`config.mk`:
```
export PLATFORM = sky130hd
export DESIGN_NAME = frame_update_scheduler
export DESIGN_NICKNAME = d
export VERILOG_FILES = /design/src/rtl/frame_update_scheduler.sv
export SDC_FILE = /design/constraint.sdc
export NUM_CORES = 1
export LEC_CHECK = 0
export BUFFER_PORTS_ARGS = -buffer_cell sky130_fd_sc_hd__buf_2
export CAP_MARGIN = 20
export CORE_ASPECT_RATIO = 0.8
export CORE_MARGIN = 2
export CORE_UTILIZATION = 50
export CTS_BUF_LIST = sky130_fd_sc_hd__clkbuf_16
export CTS_CLUSTER_SIZE = 25
export DETAILED_ROUTE_END_ITERATION = 16
export PLACE_DENSITY = 0.72
export SYNTH_ARGS = -nofsm -noshare
export SYNTH_HDL_FRONTEND = slang
export SYNTH_SLANG_ARGS = --single-unit
```
`constraint.sdc`:
```
create_clock -name clk_50mhz -period 3.2 [get_ports clk_50mhz]
set_input_delay 0.32 -clock clk_50mhz [delete_from_list [all_inputs] [get_ports clk_50mhz]]
set_output_delay 0.32 -clock clk_50mhz [all_outputs]
set_load 0.005 [all_outputs]
```
`src/rtl/frame_update_scheduler.sv`:
```
// ============================================================================
// Module  : frame_update_scheduler
// Brief   : Frame-locked sequencer issuing bird/tube/collision-check steps
//           through req/ack handshakes once per VGA frame.
// Revision: 1.0 - initial release
// ============================================================================
`default_nettype none

module frame_update_scheduler #(
    parameter int BIRD_DIV = 4,
    parameter int TUBE_DIV = 2,
    parameter int ACK_TO   = 1024,
    parameter int FCW      = 16
) (
    input  logic           clk_50mhz,
    input  logic           rst_asyn_la,
    input  logic           enable,
    input  logic           v_sync,
    input  logic           pausa,
    input  logic           clr,
    output logic           bird_req,
    input  logic           bird_ack,
    output logic           tube_req,
    input  logic           tube_ack,
    output logic           chk_req,
    input  logic           chk_ack,
    input  logic           chk_hit,
    output logic           loose,
    output logic           overrun,
    output logic           timeout_err,
    output logic           busy,
    output logic [FCW-1:0] frame_cnt
);

    localparam int c_BIRD_W = (BIRD_DIV > 1) ? $clog2(BIRD_DIV) : 1;
    localparam int c_TUBE_W = (TUBE_DIV > 1) ? $clog2(TUBE_DIV) : 1;
    localparam int c_TO_W   = $clog2(ACK_TO);

    localparam logic [c_BIRD_W-1:0] c_BIRD_LAST = c_BIRD_W'(BIRD_DIV - 1);
    localparam logic [c_TUBE_W-1:0] c_TUBE_LAST = c_TUBE_W'(TUBE_DIV - 1);
    localparam logic [c_TO_W-1:0]   c_TO_LAST   = c_TO_W'(ACK_TO - 1);

    localparam logic [1:0] S_IDLE = 2'd0;
    localparam logic [1:0] S_BIRD = 2'd1;
    localparam logic [1:0] S_TUBE = 2'd2;
    localparam logic [1:0] S_CHK  = 2'd3;

    logic [1:0]          r_state;
    logic [1:0]          w_state_nxt;
    logic                r_v_sync_d;
    logic                r_tube_due;
    logic [c_BIRD_W-1:0] r_bird_div;
    logic [c_TUBE_W-1:0] r_tube_div;
    logic [c_TO_W-1:0]   r_to_cnt;
    logic [FCW-1:0]      r_frame_cnt;
    logic                r_loose;
    logic                r_overrun;
    logic                r_timeout_err;

    logic w_fe;
    logic w_busy;
    logic w_start;
    logic w_bird_due;
    logic w_tube_due;
    logic w_cur_ack;
    logic w_to;
    logic w_slot_done;
    logic w_hit_set;
    logic w_to_set;
    logic w_ovr_set;

    assign w_fe       = r_v_sync_d & ~v_sync;
    assign w_busy     = (r_state != S_IDLE);
    assign w_start    = ~w_busy & w_fe & enable & ~pausa;
    assign w_bird_due = (r_bird_div == c_BIRD_LAST);
    assign w_tube_due = (r_tube_div == c_TUBE_LAST);
    assign w_to       = (r_to_cnt == c_TO_LAST);

    always_comb begin
        w_cur_ack = 1'b0;
        case (r_state)
            S_BIRD:  w_cur_ack = bird_ack;
            S_TUBE:  w_cur_ack = tube_ack;
            S_CHK:   w_cur_ack = chk_ack;
            default: w_cur_ack = 1'b0;
        endcase
    end

    // A slot closes on its own ack or on timeout; acks for other slots are ignored.
    assign w_slot_done = w_busy & (w_cur_ack | w_to);
    assign w_hit_set   = enable & (r_state == S_CHK) & chk_ack & chk_hit;
    assign w_to_set    = enable & w_busy & w_to & ~w_cur_ack;
    assign w_ovr_set   = enable & w_busy & w_fe;

    always_comb begin
        w_state_nxt = r_state;
        case (r_state)
            S_IDLE: if (w_start)     w_state_nxt = w_bird_due ? S_BIRD : (w_tube_due ? S_TUBE : S_CHK);
            S_BIRD: if (w_slot_done) w_state_nxt = r_tube_due ? S_TUBE : S_CHK;
            S_TUBE: if (w_slot_done) w_state_nxt = S_CHK;
            S_CHK:  if (w_slot_done) w_state_nxt = S_IDLE;
            default:                 w_state_nxt = S_IDLE;
        endcase
        if (!enable) begin
            w_state_nxt = S_IDLE;
        end
    end

    always_ff @(posedge clk_50mhz or negedge rst_asyn_la) begin
        if (!rst_asyn_la) begin
            r_state       <= S_IDLE;
            r_v_sync_d    <= 1'b1;
            r_tube_due    <= 1'b0;
            r_bird_div    <= '0;
            r_tube_div    <= '0;
            r_to_cnt      <= '0;
            r_frame_cnt   <= '0;
            r_loose       <= 1'b0;
            r_overrun     <= 1'b0;
            r_timeout_err <= 1'b0;
        end else begin
            r_state    <= w_state_nxt;
            r_v_sync_d <= v_sync;

            // Per-slot ack timer restarts on every slot change.
            if (!w_busy || (w_state_nxt != r_state)) begin
                r_to_cnt <= '0;
            end else begin
                r_to_cnt <= r_to_cnt + c_TO_W'(1);
            end

            if (w_start) begin
                r_tube_due <= w_tube_due;
            end

            if (clr) begin
                r_bird_div  <= '0;
                r_tube_div  <= '0;
                r_frame_cnt <= '0;
            end else if (w_start) begin
                r_bird_div  <= w_bird_due ? '0 : r_bird_div + c_BIRD_W'(1);
                r_tube_div  <= w_tube_due ? '0 : r_tube_div + c_TUBE_W'(1);
                r_frame_cnt <= r_frame_cnt + FCW'(1);
            end

            if (w_hit_set) begin
                r_loose <= 1'b1;
            end else if (clr) begin
                r_loose <= 1'b0;
            end

            if (w_ovr_set) begin
                r_overrun <= 1'b1;
            end else if (clr) begin
                r_overrun <= 1'b0;
            end

            if (w_to_set) begin
                r_timeout_err <= 1'b1;
            end else if (clr) begin
                r_timeout_err <= 1'b0;
            end
        end
    end

    assign bird_req    = (r_state == S_BIRD);
    assign tube_req    = (r_state == S_TUBE);
    assign chk_req     = (r_state == S_CHK);
    assign busy        = w_busy;
    assign loose       = r_loose;
    assign overrun     = r_overrun;
    assign timeout_err = r_timeout_err;
    assign frame_cnt   = r_frame_cnt;

endmodule

`default_nettype wire

```
### After elaboration in Yosys (flattened, before gate mapping)

Cells that the tools add are included.

* output and inout port bits: 23
* logic and storage cells: 68
* input port bits: 10
* register bits after elaboration: 36

* bitwise gates (word level): 17
* reductions and logical operators: 8
* eq/ne operators: 6
* multiplexer cells: 23
* add/sub/neg operators: 4

Operators with widths (count)
* 2-to-1 mux 16 bit: 2
* 2-to-1 mux 2 bit: 9
* adder 16 x 1 -> 16 bit (second input constant): 1
* bitwise AND 1 bit: 12
* adder 10 x 1 -> 10 bit (second input constant): 1
* equality test 10 bit (second input constant): 1
* 2-to-1 mux 10 bit: 1
* nonzero test 2 bit: 5
* 2-to-1 mux 1 bit: 9
* case mux 2 bit (4 select lines): 1
* equality test 2 bit (second input constant): 3
* inverter 1 bit: 4
* case mux 1 bit (3 select lines): 1
* adder 2 x 1 -> 2 bit (second input constant): 1
* equality test 2 x 1 -> 1 bit (second input constant): 1
* zero test 2 bit: 1
* inequality test 2 bit: 1
* adder 1 bit (second input constant): 1
* zero test 1 bit: 1
* logical OR 1 bit: 1
* OR 1 bit: 1

### Depth between registers and ports, before layout

Gate-level depths: netlist of the first run.

* depth in word-level cells: 11
* gate-level depth with buffers: 6
* mapped depth without buffers: 5

### Least setup slack after synthesis of the first run

No wires, ideal clock.

* path kind: register -> register
* start: register r_state[0]
* end: register r_frame_cnt[11] (netlist: frame_cnt[11])
* buffers on the path: 2
* setup slack: 0.985 ns
* data required time: 3.122 ns
* clock period less this slack: 2.215 ns
* stages on the path, launching flop included: 7
* library setup time: 0.078 ns
* arrival: 2.137 ns
* cells stage by stage: dfrtp_1 -> buf_6 -> or4b_4 -> or3_1 -> buf_6 -> or4_1 -> a21oi_1

* longest elaborated chain between the ends: 6

RTL lines
* from (decl): line 48 `logic [1:0] r_state;`
* from (signal assigned): line 122 `r_state <= w_state_nxt;`
* nonzero test 2 bit: line 73 `assign w_busy = (r_state != S_IDLE);`
* inverter 1 bit: line 74 `assign w_start = ~w_busy & w_fe & enable & ~pausa;`
* bitwise AND 1 bit (3 in a row): line 74
* nonzero test 2 bit (no line)
* to (signal assigned): line 143 `r_frame_cnt <= r_frame_cnt + FCW'(1);`
* to (decl): line 55 `logic [FCW-1:0] r_frame_cnt;`

Every way passes these cells.
A chain may end at the register's enable or synchronous reset.

### Final worst setup path of the first run

* start: register r_state[1]
* end: register r_to_cnt[3]

* longest elaborated chain between the ends: 11
* elaborated cells on any way between the ends: 22
* classes of those cells: 4 x eq/ne; 8 x mux; 6 x bitwise; 4 x reduce/logical

RTL lines
* parallel branches: the longest is 9 deep, another holds case mux 2 bit (4 select lines)
* logical OR 1 bit *: line 126 `if (!w_busy || (w_state_nxt != r_state)) begin`
* 2-to-1 mux 10 bit *: line 126
* to (signal assigned): line 129 `r_to_cnt <= r_to_cnt + c_TO_W'(1);`
* to (decl): line 54 `logic [c_TO_W-1:0] r_to_cnt;`

Mark *: on every way between the ends.

==> flow_metrics.env, run 1 <==
export IMPL_vias_per_cell=5.78
export IMPL_final_common_cell="dfrtp_1"
export IMPL_antenna_cells=0
export IMPL_crit_slowest_cell="a311oi_2"
export IMPL_vdd_ir_drop_max_v=0.000266
export IMPL_tightest_slew_ns=0.780
export IMPL_final_cell_mix="dfrtp_1 (35), buf_2 (32), nand2_1 (14), nor2_1 (14), nand3_1 (13)"
export IMPL_ant_nets=0
export IMPL_layout_min_cycle_time_ns=2.44
export IMPL_instances_no_fill=274
export IMPL_worst_setup_hold_path_clk_slew_ns=0.05
export IMPL_crit_path_end_kind="flip-flop"
export IMPL_finalSetupTns_ns=0
export IMPL_ys_ff_latch=36
export IMPL_hold_buffers=0
export IMPL_finalHoldViolCount=0
export IMPL_crit_cells=4
export IMPL_gp_congestion=0.790
export IMPL_clock_fmax_mhz=409
export IMPL_worstSetupStartpointType="flip-flop"
export IMPL_antenna_found_initial=0
export IMPL_cts_tree="done"
export IMPL_cp_cell_sequence="or4b_4 -> or3_1 -> a311oi_2 -> nor3_1"
export IMPL_yosys_area_top_type_share_pct=45.8
export IMPL_cts_buffers_inserted=5
export IMPL_cts_setup_buffers=0
export IMPL_leakagePower_nw=1.01
export IMPL_rr_worst_depth=4
export IMPL_grt_max_degree=37
export IMPL_synthTopCellsByArea="dfrtp_1 (46%), xor2_1 (5.0%), nand3_1 (3.4%), a21oi_1 (2.9%), nand2_1 (2.8%)"
export IMPL_layout_drive_gt1_share_pct=19.6
export IMPL_die_area_mm2=0.00433
export IMPL_io_pins=33
export IMPL_min_delay_path_class="primary input to async pin"
export IMPL_grt_overflow_total=0
export IMPL_path_delay_family="simple AND/OR/NAND/NOR gates"
export IMPL_cts_resized=0
export IMPL_finalSetupViolCount=0
export IMPL_nNetsFinal=242
export IMPL_holdWs_ns=0.124
export IMPL_htree_levels=2
export IMPL_dpl_cell_count=266
export IMPL_grt_usage_pct=19.8
export IMPL_syn_area_per_cell_um2=9.65
export IMPL_port_buffers=32
export IMPL_skew_ns=0.00521
export IMPL_path_max_fanout=11
export IMPL_die_h_um=59.3
export IMPL_powerDensity_mw_per_mm2=520
export IMPL_crit_buf_inv=0
export IMPL_start_util_pct=51.2
export IMPL_netlist_area_mm2=0.00191
export IMPL_row_count=20
export IMPL_vias=1584
export IMPL_yosys_area_top_type="dfrtp_1"
export IMPL_clkLatencyLatePin_ns=0.27
export IMPL_synth_warnings=0
export IMPL_grt_pass1_vias=1462
export IMPL_drv_slew=0
export IMPL_grt_pass1_wl_mm=6.54
export IMPL_ys_seq_area_share_pct=47.2
export IMPL_cp_slowest_stage_delay_ns=0.70
export IMPL_status="finished clean"
export IMPL_rsz0062_at_grt="false"
export IMPL_final_util_pct=59.6
export IMPL_clock_root_buffer="clkbuf_16"
export IMPL_synth_nets=211
export IMPL_clk_path_buf_depth=2
export IMPL_coreArea_mm2=0.00373
export IMPL_period_share_pct=76.4
export IMPL_cts_sinks=36
export IMPL_wl_mm=3.90
export IMPL_wire_per_inst_um=14.2
export IMPL_first_pass_iters=4
export IMPL_cp_arrival_ns=2.56
export IMPL_worstSetupPathType="flip-flop to flip-flop"
export IMPL_drc=0
export IMPL_crit_required_ns=3.32
export IMPL_die_w_um=73.1
export IMPL_max_slew_margin_pct=48.0
export IMPL_synth_cell_types=39
export IMPL_cap_violations=0
export IMPL_drt_iter0_drc=155
export IMPL_hpwlAfterDp_mm=2.67
export IMPL_syn_to_final_growth_pct=16.2
export IMPL_synthCells=198
registers in the layout, indices dropped and copies added (netlist names), 2 cells and up:
signal      flops
frame_cnt      16
r_state         2
r_bird_div      2
r_to_cnt       10
metrics by stage:
stage | power, mW | instance area [um^2] | setup slack [ns]
2_1_floorplan | 0.655 | 1910 | 0.985
3_3_place_gp | 0.716 | 2080 | 0.810
3_5_place_dp | 0.718 | 2080 | 0.764
4_1_cts | 1.17 | 2220 | 0.759
5_1_grt | 1.22 | 2220 | 0.641
6_report | 1.15 | 2220 | 0.755
Yosys cell counts:
library cell	number
mux2_2	2
nor4_1	2
nor4b_2	1
a311oi_2	1
and3_1	2
o21ai_0	4
a21oi_1	11
or4b_4	1
or3_1	4
o311a_1	1
and2_1	2
o22ai_1	4
a221oi_1	1
xnor2_1	6
o211a_1	1
or2b_1	1
and4_1	2
buf_6	2
nor3b_1	2
nand2_1	14
dfrtp_1	35
xor2_1	11
dfstp_2	1
mux2i_1	1
inv_1	10
or4_1	7
nor2_1	14
nand4_1	8
clkbuf_1	6
nor2b_1	2
a222oi_1	1
nor3_1	9
nand3_1	13
or2_2	1
nand2b_1	3
o31ai_1	7
a32o_1	1
ha_1	3
buf_1	1
power breakdown:
part	leakage (nW)	internal, mW	switching (mW)
clock network	0.0738	0.279	0.164
registers	0.497	0.478	0.0331
logic	0.443	0.0792	0.122
final cells by class:
cell class	count	area, um^2
clock buffer	5	125
clock inverter	3	11.3
fill	336	1510
inverter	10	37.5
multi-input combinational	143	922
sequential	36	902
tap	44	55.1
timing repair buffer	33	168
cells by family after synthesis:
logic type / count (synthesis) / share of synthesized area, %
buffers and inverters: 19 / 4.52
adders and majority gates: 3 / 1.96
DFF: 36 / 47.2
and+or+nand+nor: 88 / 25.5
xor gates and xnor gates: 17 / 7.79
AOI/OAI and AO/OA: 32 / 11.3
muxes: 3 / 1.70
final timing paths:
path                        startpoint  slack (ns)             to
max reg2reg                 r_state[1]        0.76    r_to_cnt[3]
max in group asynchronous  rst_asyn_la        2.57   frame_cnt[0]
min in group clk_50mhz          v_sync        0.16     r_v_sync_d
max                         r_state[1]        0.76    r_to_cnt[3]
min                        rst_asyn_la        0.12  frame_cnt[12]
min reg2reg                r_to_cnt[0]        0.50    r_to_cnt[0]
per-layer routing:
metal | GRT usage (%) | wire, um | share of wire (%) | vias up
met5 | 0 | 0 | 0 | -
met4 | 7.14 | 10 | 0.26 | 0
met3 | 5.27 | 210 | 5.4 | 3
met2 | 28.8 | 1780 | 46 | 50
met1 | 28.4 | 1900 | 49 | 746
li1 | - | - | - | 785
(Power assumes the default switching activity.)
==> run 2, diff against run 1 <==
PLACE_DENSITY = 0.75   (was 0.72)
clock period = 2 ns   (was 3.2 ns; I/O delays follow)
==> flow_metrics.env, run 2 (synthesis results as in run 1) <==
export IMPL_status="finished with violations"
export IMPL_final_common_cell="dfrtp_1"
export IMPL_row_count=20
export IMPL_hold_buffers=0
export IMPL_switching_share_pct=28.7
export IMPL_post_dp_cell_area_mm2=0.00219
export IMPL_cap_violations=0
export IMPL_p_clk_share_pct=37.3
export IMPL_top_layer="met4"
export IMPL_max_slew_margin_pct=47.4
export IMPL_seq_power_share_pct=40.0
export IMPL_wl_mm=4.24
export IMPL_layout_drive_gt1_share_pct=27.8
export IMPL_gp_congestion=0.786
export IMPL_port_buffers=32
export IMPL_cts_buffers_inserted=5
export IMPL_crit_slowest_cell="or4b_4"
export IMPL_violations="negative setup slack"
export IMPL_intPower_mw=1.40
export IMPL_layout_min_cycle_time_ns=2.04
export IMPL_die_area_mm2=0.00433
export IMPL_dr_wl_met3_um=185
export IMPL_powerDensity_mw_per_mm2=825
export IMPL_r2r_setup_slack_ns=-0.04
export IMPL_wire_per_inst_um=14.7
export IMPL_combPwrFrac_pct=22.7
export IMPL_crit_path_end_kind="flip-flop"
export IMPL_worstSetupPathType="flip-flop to flip-flop"
export IMPL_vias=1638
export IMPL_skew_ns=0.00422
export IMPL_drc=0
export IMPL_grt_pass1_wl_mm=6.83
export IMPL_period_share_pct=102
export IMPL_wl_met1_mm=2.06
export IMPL_grt_pass1_vias=1450
export IMPL_antenna_cells=0
export IMPL_htree_levels=2
export IMPL_rr_worst_depth=4
export IMPL_finalHoldViolCount=0
export IMPL_vias_per_cell=5.67
export IMPL_leakagePower_nw=1.09
export IMPL_nNetsFinal=257
export IMPL_drv_slew=0
export IMPL_clkLatencyLatePin_ns=0.28
export IMPL_clock_fmax_mhz=490
export IMPL_clk_path_buf_depth=2
export IMPL_cp_arrival_ns=2.25
export IMPL_start_util_pct=51.2
export IMPL_largest_register_ffs=16
export IMPL_finalSetupViolCount=1
export IMPL_worst_setup_hold_path_clk_slew_ns=0.06
export IMPL_syn_to_final_growth_pct=24.9
export IMPL_cp_slowest_stage_delay_ns=0.57
export IMPL_final_cell_mix="dfrtp_1 (35), buf_2 (32), nand2_1 (14), nor2_1 (14), buf_4 (14)"
export IMPL_die_w_um=73.1
export IMPL_first_pass_iters=4
export IMPL_vdd_ir_drop_max_v=0.000497
export IMPL_finalPower_mw=1.97
export IMPL_crit_required_ns=2.21
export IMPL_min_delay_path_class="primary input to async pin"
export IMPL_cts_sinks=36
export IMPL_drt_iter0_drc=144
export IMPL_wl_met2_mm=1.94
export IMPL_hpwlAfterDp_mm=2.90
export IMPL_ant_nets=0
export IMPL_cts_tree="done"
export IMPL_reg2reg_from="r_state[0]"
export IMPL_fin_ws_ns=-0.0407
export IMPL_grt_usage_pct=21.0
export IMPL_clock_root_buffer="clkbuf_16"
export IMPL_path_max_fanout=7
export IMPL_power_switching_mw=0.565
export IMPL_coreArea_mm2=0.00373
export IMPL_die_h_um=59.3
export IMPL_grt_overflow_total=0
export IMPL_cp_cell_sequence="or4b_4 -> or3_4 -> or4_4 -> a21oi_2"
export IMPL_critPathLaunch="r_state[0]"
export IMPL_io_pins=33
export IMPL_rsz0062_at_grt="true"
export IMPL_tightest_slew_ns=0.789
export IMPL_crit_end="frame_cnt[9]"
export IMPL_worstSetupStartpointType="flip-flop"
export IMPL_stdcell_area_mm2=0.00239
export IMPL_grt_max_degree=37
export IMPL_antenna_found_initial=0
export IMPL_r2r_end="frame_cnt[9]"
[run 2: layout make-up]
| type | instances | area, um^2 |
|---|---|---|
| Inverter | 10 | 37.5 |
| Sequential cell | 36 | 902 |
| Fill cell | 299 | 1340 |
| Timing Repair Buffer | 48 | 288 |
| Clock buffer | 5 | 125 |
| Multi-Input combinational cell | 143 | 966 |
| Clock inverter | 3 | 12.5 |
| Tap cell | 44 | 55.1 |
[run 2: how the worst min path moves through the flow]
| stage | start | to | slack, ns | cells past startpoint |
|---|---|---|---|---|
| 5_1_grt | v_sync | r_v_sync_d | 0.03 | 1 |
| 6_report | rst_asyn_la | r_to_cnt[5] | 0.004 | 1 |
| 4_1_cts | rst_asyn_la | r_to_cnt[5] | 0.04 | 1 |
| 3_3_place_gp | rst_asyn_la | r_to_cnt[3] | 0.33 | 1 |
| 2_1_floorplan | rst_asyn_la | frame_cnt[0] | -0.1 | 0 |
| 3_5_place_dp | rst_asyn_la | r_to_cnt[1] | 0.33 | 1 |
[run 2: power by group through the flow]
stage | clock network, mW | registers [mW] | logic, mW
floorplan | 0 | 0.795 | 0.260
global placement | 0 | 0.798 | 0.418
detailed placement | 0 | 0.800 | 0.426
CTS | 0.747 | 0.787 | 0.434
global route | 0.785 | 0.791 | 0.488
finish | 0.735 | 0.788 | 0.446
[run 2: metrics by stage]
| step | std cells | hold WS [ns] | TNS, ns | setup slack (ns) | utilization (%) |
|---|---|---|---|---|---|
| 6_report | 289 | 0.00374 | -0.0407 | -0.0407 | 64.0 |
| 3_3_place_gp | 279 | 0.326 | -0.0139 | -0.0139 | 58.8 |
| 3_5_place_dp | 279 | 0.330 | -0.107 | -0.0720 | 58.8 |
| 2_1_floorplan | 198 | -0.0956 | -0.227 | -0.0940 | - |
| 5_1_grt | 289 | 0.0346 | -0.255 | -0.0791 | 64.0 |
| 4_1_cts | 287 | 0.0378 | -0.0335 | -0.0335 | 62.7 |
[run 2: repair_timing]
action | CTS | global route
gates resized for setup | 1 | 8
setup buffers | 0 | 2
endpoints found under the setup margin | 4 | 17
pin swaps | 0 | 2
[run 2: per-layer routing]
layer	GRT usage (%)	vias to the layer above
li1	-	811
met1	30.3	781
met2	29.7	41
met3	6.80	5
met4	6.61	0
met5	0	-
[run 2: critical path, delay by kind of cell (launching register included)]
family / cells / cell delay [ns]
AND/OR/NAND/NOR: 3 / 1.48
flip-flops: 1 / 0.37
AO/OA/AOI/OAI: 1 / 0.12
==> run 3, diff against run 2 <==
CORE_ASPECT_RATIO = 0.6   (was 0.8)
==> flow_metrics.env, run 3 (synthesis results as in run 1) <==
export IMPL_wl_met2_mm=1.74
export IMPL_largest_register_ffs=16
export IMPL_final_util_pct=65.6
export IMPL_instances_no_fill=290
export IMPL_gp_congestion=0.807
export IMPL_hpwlAfterDp_mm=2.99
export IMPL_syn_to_final_growth_pct=25.6
export IMPL_die_area_mm2=0.00435
export IMPL_path_max_fanout=6
export IMPL_cts_sinks=36
export IMPL_p_clk_share_pct=41.6
export IMPL_grt_pass1_wl_mm=7.38
export IMPL_coreArea_mm2=0.00366
export IMPL_antenna_cells=0
export IMPL_intPower_mw=1.53
export IMPL_combPwrFrac_pct=20.8
export IMPL_dpl_cell_count=281
export IMPL_violations="negative setup slack"
export IMPL_cts_setup_buffers=0
export IMPL_drv_slew=0
export IMPL_tightest_slew_ns=0.828
export IMPL_grt_max_degree=37
export IMPL_stdcell_area_mm2=0.00240
export IMPL_die_w_um=83.8
export IMPL_seq_power_share_pct=37.6
export IMPL_finalHoldViolCount=0
export IMPL_dr_wl_met3_um=250
export IMPL_clkLatencyLatePin_ns=0.28
export IMPL_cap_violations=0
export IMPL_rsz0062_at_grt="true"
export IMPL_cp_arrival_ns=2.28
export IMPL_worstSetupStartpointType="flip-flop"
export IMPL_cts_buffers_inserted=5
export IMPL_clk_path_buf_depth=2
export IMPL_wl_mm=4.35
export IMPL_post_dp_cell_area_mm2=0.00220
export IMPL_layout_drive_gt1_share_pct=27.2
export IMPL_worstSetupPathType="flip-flop to flip-flop"
export IMPL_crit_path_end_kind="flip-flop"
export IMPL_die_h_um=51.9
export IMPL_drc=0
export IMPL_worst_setup_hold_path_clk_slew_ns=0.06
export IMPL_wl_met1_mm=2.33
export IMPL_crit_required_ns=2.20
export IMPL_power_switching_mw=0.569
export IMPL_clock_root_buffer="clkbuf_16"
export IMPL_port_buffers=32
export IMPL_htree_levels=2
export IMPL_ant_nets=0
export IMPL_fin_ws_ns=-0.0780
export IMPL_status="finished with violations"
export IMPL_period_share_pct=104
export IMPL_layout_min_cycle_time_ns=2.08
export IMPL_powerDensity_mw_per_mm2=875
export IMPL_drt_iter0_drc=87
export IMPL_max_slew_margin_pct=44.8
export IMPL_row_count=17
export IMPL_switching_share_pct=27.1
export IMPL_wire_per_inst_um=15.0
export IMPL_final_common_cell="dfrtp_1"
export IMPL_min_delay_path_class="primary input to async pin"
export IMPL_cts_tree="done"
export IMPL_io_pins=33
export IMPL_skew_ns=0.00767
export IMPL_grt_usage_pct=21.9
export IMPL_grt_pass1_vias=1528
export IMPL_leakagePower_nw=1.09
export IMPL_vias=1659
export IMPL_final_cell_mix="dfrtp_1 (35), buf_2 (32), nand2_1 (14), nor2_1 (14)"
export IMPL_start_util_pct=52.2
export IMPL_vdd_ir_drop_max_v=0.000551
export IMPL_vias_per_cell=5.72
export IMPL_finalSetupViolCount=1
export IMPL_grt_overflow_total=0
export IMPL_top_layer="met4"
export IMPL_first_pass_iters=4
export IMPL_antenna_found_initial=0
export IMPL_finalPower_mw=2.10
export IMPL_nNetsFinal=255
export IMPL_clock_fmax_mhz=481
## run 3: cell type report
class                           count  area [um^2]
Clock inverter                      3         38.8
Multi-Input combinational cell    144          967
Clock buffer                        5          125
Timing Repair Buffer               45          270
Fill cell                         308         1260
Tap cell                           47         58.8
Sequential cell                    36          902
Inverter                           10         37.5
## run 3: worst max-delay path, cell delays in order (launching register included)
cell	delay (ns)
dfrtp_1	0.39
or4b_4	0.56
or3_4	0.41
or4_4	0.49
a21oi_2	0.15
## run 3: power by group through the flow
stage,Combinational [mW],Sequential (mW),Clock [mW]
2_1_floorplan,0.260,0.795,0
3_3_place_gp,0.427,0.799,0
3_5_place_dp,0.429,0.803,0
4_1_cts,0.435,0.789,0.887
5_1_grt,0.484,0.796,0.927
6_report,0.437,0.790,0.873
## run 3: per-stage QoR
stage / setup TNS [ns] / setup WS (ns) / hold slack [ns]
2_1_floorplan: -0.227 / -0.0940 / -0.0956
3_3_place_gp: -0.0340 / -0.0340 / 0.327
3_5_place_dp: -0.163 / -0.0894 / 0.331
4_1_cts: -0.0293 / -0.0293 / 0.0365
5_1_grt: -0.552 / -0.131 / 0.0337
6_report: -0.0780 / -0.0780 / 0.0239
## run 3: layer usage
layer	vias up	track usage (%)
met5	-	0
met4	0	6.45
met3	4	5.40
met2	45	32.0
met1	793	32.3
li1	817	-
## run 3: path summary, 6_finish.rpt
| kind | slack (ns) | cells past startpoint | to | from |
|---|---|---|---|---|
| max in group asynchronous | 1.46 | 1 | loose | rst_asyn_la |
| setup / recovery | -0.08 | 4 | frame_cnt[9] | r_state[1] |
| min in group clk_50mhz | 0.05 | 1 | r_v_sync_d | v_sync |
| setup reg to reg | -0.08 | 4 | frame_cnt[9] | r_state[1] |
| hold reg to reg | 0.49 | 1 | r_to_cnt[0] | r_to_cnt[0] |
| hold / removal | 0.02 | 1 | r_to_cnt[4] | rst_asyn_la |
## run 3: timing repair
action                     4_1_cts  5_1_grt
gates resized for setup          1        5
hold buffers                     0        0
cloned                           0        1
setup endpoints to repair        4       17
hold endpoints to repair         0        0
pin swaps                        0        2
